`src/rtl/cdb_arbiter.sv`:
```
// cdb_arbiter: round-robin arbiter driving the registered common data bus.
//
// Each functional-unit wrapper raises its req bit and presents a
// {tag, rs_onehot, value} word on its slice of fu_out. One requester wins
// per cycle. Its word is broadcast on cdb with the on bit set, for exactly
// one cycle.
//
// Ports:
//   clk          system clock, all state updates on the rising edge
//   rst          synchronous active-high reset
//   req          per-slot request, bit i = slot i
//   fu_out       concatenated {tag, rs, value} words, slot i at [(i+1)*W-1 : i*W]
//   cdb          registered bus {on, tag, rs, value}
//   grant        registered one-hot winner, all-zero when on=0
//   bcast_cnt    saturating count of broadcasts since reset
//   conflict_cnt saturating count of cycles with two or more requesters
module cdb_arbiter #(
    parameter int N_FU   = 5,
    parameter int TAG_W  = 3,
    parameter int RS_W   = 3,
    parameter int DATA_W = 32,
    parameter int CDB_W  = 1 + TAG_W + RS_W + DATA_W,
    parameter int CNT_W  = 16
) (
    input  logic                        clk,
    input  logic                        rst,
    input  logic [N_FU-1:0]             req,
    input  logic [N_FU*(CDB_W-1)-1:0]   fu_out,
    output logic [CDB_W-1:0]            cdb,
    output logic [N_FU-1:0]             grant,
    output logic [CNT_W-1:0]            bcast_cnt,
    output logic [CNT_W-1:0]            conflict_cnt
);

    localparam int WORD_W = CDB_W - 1;
    localparam int PTR_W  = (N_FU > 1) ? $clog2(N_FU) : 1;

    logic [PTR_W-1:0]  ptr;
    logic [PTR_W-1:0]  win;
    logic [PTR_W-1:0]  ptr_next;
    logic [WORD_W-1:0] win_word;
    logic              any_req;
    logic              found;
    logic              multi;
    int unsigned       idx;

    // Walk slots starting at ptr, wrapping modulo N_FU; first set bit wins.
    always_comb begin
        any_req = |req;
        found   = 1'b0;
        win     = '0;
        idx     = 0;
        for (int unsigned k = 0; k < N_FU; k++) begin
            idx = 32'(ptr) + k;
            if (idx >= N_FU) idx = idx - N_FU;
            if (!found && req[idx]) begin
                found = 1'b1;
                win   = PTR_W'(idx);
            end
        end
        // Only the winner's slice is selected, so junk on idle slots never reaches cdb.
        win_word = fu_out[32'(win)*WORD_W +: WORD_W];
        ptr_next = (win == PTR_W'(N_FU - 1)) ? '0 : win + PTR_W'(1);
        // Clearing the lowest set bit leaves something only if two or more were set.
        multi    = (req & (req - N_FU'(1))) != '0;
    end

    always_ff @(posedge clk) begin
        if (rst) begin
            cdb          <= '0;
            grant        <= '0;
            bcast_cnt    <= '0;
            conflict_cnt <= '0;
            ptr          <= '0;
        end else begin
            if (any_req) begin
                cdb   <= {1'b1, win_word};
                grant <= N_FU'(1) << win;
                ptr   <= ptr_next;
                if (bcast_cnt != '1) bcast_cnt <= bcast_cnt + CNT_W'(1);
            end else begin
                cdb   <= '0;
                grant <= '0;
            end
            if (multi && conflict_cnt != '1) conflict_cnt <= conflict_cnt + CNT_W'(1);
        end
    end

endmodule
```
`config.mk`:
```
export PLATFORM = sky130hd
export DESIGN_NAME = cdb_arbiter
export DESIGN_NICKNAME = d
export VERILOG_FILES = /design/src/rtl/cdb_arbiter.sv
export SDC_FILE = /design/constraint.sdc
export NUM_CORES = 1
export LEC_CHECK = 0
export BUFFER_PORTS_ARGS = -buffer_cell sky130_fd_sc_hd__buf_2
export CORE_MARGIN = 1.5
export CORE_UTILIZATION = 43
export CTS_CLUSTER_DIAMETER = 60
export DETAILED_ROUTE_END_ITERATION = 7
export GPL_TIMING_DRIVEN = 0
export PLACE_DENSITY_LB_ADDON = 0.3
export RECOVER_POWER = 100
export REMOVE_ABC_BUFFERS = 1
export SYNTH_ARGS = -nofsm -noshare
export SYNTH_HDL_FRONTEND = slang
export SYNTH_SLANG_ARGS = --single-unit
```
`constraint.sdc`:
```
create_clock -name clk -period 3.7 [get_ports clk]
set_input_delay 0.74 -clock clk [delete_from_list [all_inputs] [get_ports clk]]
set_output_delay 0.74 -clock clk [all_outputs]
set_load 0.01 [all_outputs]
```
==> qor.txt <==
Worst slew margin: 0.160
Post-DP Area: 7160 um^2
Total Routing Usage GR: 0.369
Max Clock Skew: 6.73 ps
Mapped Avg Cell Area: 7.70 um^2
Ports: 273
max-cap viol count: 0
share of async-settable or async-resettable flops after synthesis: 0
predominant post-synthesis flop cell: dfxtp_1
crit-path cells: clkinvlp_4 > buf_12 > ha_4 > buf_6 > nand2b_2 > a2111oi_4 > o21ai_1 > mux2i_1 > mux2_4 > nor4_4 > buf_4 > buf_4 > buf_4 > a31o_4 > a2111oi_1 > a311oi_1
max-slew violation count: 0
die area: 13900 um^2
critical path's largest stage delay: 430 ps
DR pass1 iterations: 8
vias in the first global route: 7148
first-pass GRT wire length: 39800 um
vias per cell: 6.89
Max Fanout on Critical Path: 8
number of CTS-inserted buffers: 9
register area share after synthesis: 0.278
Seq. cell area: 1590 um^2
gr ovfl total: 0
CP Data Required Time: 3910 ps
layout overhead on the synthesized area: 78.5%
drt drc: 0
critical path startpoint category: flop
cell area after layout: 10100 um^2
Post-synth EDFFs: 0
#FFs+latches synth: 79
Final Util: 0.794
Hold WS: 519 ps
cts hold-fix bufs: 0
# H-tree levels: 3
setup TNS: -6890 ps
failing checks: setup timing
Hold Vio Cnt, Final: 0
pin count of the biggest net entering global routing: 60
die height: 118 um
post-DP HPWL: 15800 um
Yosys cell types: 72
CP max stage cell: a2111oi_1
Cells after Synth: 738
most used cell, CP: buf_4
Final setup viols: 41
Fmax: 252 MHz
TritonCTS clock tree: yes
Tcrit/Tclk final: 1.07
setup ws final: -261 ps
Starting DRT DRC Count: 1378
crit path DAT: 4170 ps
layout cells sized above 1: 0.454
CTS max path bufs: 2
Die Wd: 118 um
CTS root buf: clkbuf_16
RSZ-0062 raised after global routing: yes
I/O Buffers: 272
Antenna Nets Post-Route: 0
final period demand of the worst path: 3960 ps
CP endpoint kind: flop
clock slew at reported path FFs: 70 ps
Initial Util: 0.445
fin nets: 1282
WL per Instance: 27.3 um
buffer and inverter count on the worst path: 6
crit path kind: reg2reg
Fill cells: 848
core box area: 12800 um^2
gpl congestion: 0.890
total length of routed wires: 34300 um
via count: 8639
status: finished with violations
Synth warnings: 0
family with the most delay on the worst path: compound AO/OA/AOI/OAI gates
Multi-input gate area: 5390 um^2
latest clock arrival within the worst-skew pair: 360 ps
initial antenna violation count: 5
Mapped Area: 5680 um^2
row count: 41
Slew @ Worst Pin: 1260 ps
min-delay worst type: reg2reg
Sink Count: 79
registers in the layout (all words and copies together), names as in the netlist:
register,cells
bcast_cnt,16
cdb,39
conflict_cnt,16
ptr,3
grant,5
worst register-to-register path: cells and delay by family, from the launching register on:
family                   cells  cell delay, ps
AO/OA/AOI/OAI                5            1380
buffers and inverters        6             960
multiplexers                 2             590
flip-flops                   1             380
adder cells (fa/ha/maj)      1             330
AND/OR/NAND/NOR              2             180
stage by stage:
step	setup slack (ps)	cells
CTS	-27.7	1187
detailed placement	-2620	1121
finish	-261	1254
global route	-354	1253
global placement	-5890	1113
floorplan	-2920	669
kinds of logic after synthesis:
logic type                 synth area share
and+or+nand+nor                       0.213
AOI/OAI and AO/OA                     0.315
buffers and inverters                0.0896
DFF                                   0.278
xor gates and xnor gates             0.0432
adders and majority gates            0.0326
muxes                                0.0282
Yosys cell counts, drive strengths merged, types with 3 or more instances:
master	count	area, um^2
o21ai	49	245
o211ai	4	30.0
a211o	3	26.3
xor2	20	175
clkbuf	47	176
dfxtp	79	1580
a31oi	5	46.3
nor2	51	191
mux4	3	67.6
nor3b	3	27.5
nand3	18	90.1
nand2b	8	50.1
buf	22	126
a311oi	74	648
o31a	3	26.3
and2	6	40.0
nor3	9	45.0
o21a	3	22.5
o41ai	3	26.3
nor2b	4	25.0
a21oi	13	65.1
mux2i	7	70.1
ha	14	175
inv	55	206
nor4b	5	56.3
o31ai	3	27.5
and3	7	43.8
a211oi	8	65.1
o22ai	4	25.0
or3	7	43.8
a21o	3	22.5
a221oi	3	26.3
nand4	10	62.6
a2111oi	39	342
nor4	6	50.0
nand3b	4	30.0
nand2	102	383
xnor2	8	70.1
cells in the final DEF, fill, tap and decap left out, types with 7 or more instances in the layout:
cell type    n
buf_2      195
nand2_1     97
clkbuf_1    77
dfxtp_1     76
buf_4       60
inv_1       51
nor2_1      50
o21ai_0     42
a311oi_1    32
a2111oi_4   22
a311oi_2    22
a311oi_4    20
xor2_1      19
nand3_1     17
a2111oi_2   16
buf_6       14
buf_12      14
clkbuf_16   13
a31o_4      11
a21oi_1     10
nand4_1     10
nor3_1       8
ha_1         8
nand2b_1     7
xnor2_1      7
routing by layer:
layer	share of wire	track usage	vias up
met4	0.085	0.165	0
met1	0.33	0.447	3990
li1	-	-	3516
met5	0	0	-
met3	0.14	0.108	278
met2	0.44	0.604	855
cell type report:
class | count | area share
antenna | 6 | 0.00148
clock inverter | 7 | 0.00864
tap | 172 | 0.0212
multi-input combinational | 556 | 0.532
sequential | 79 | 0.157
timing repair buffer | 370 | 0.237
inverter | 55 | 0.0212
clock buffer | 9 | 0.0222
path summary, 6_finish.rpt:
path / start / to / slack [ps] / depth (start not counted)
max: ptr[1] / cdb[0] / -260 / 16
min: conflict_cnt[5] / conflict_cnt[5] / 520 / 2
max reg2reg: ptr[1] / cdb[0] / -260 / 16
min reg2reg: conflict_cnt[5] / conflict_cnt[5] / 520 / 2
timing repair:
item	in CTS	in global routing
cloned	13	15
resized for setup	96	193
setup endpoints to repair	46	44
buffers inserted	37	46
pin swaps	22	77
Power is left out: the tool's default activity adds up to more than one toggle a clock period on the data nets, which glitch-free logic cannot reach.
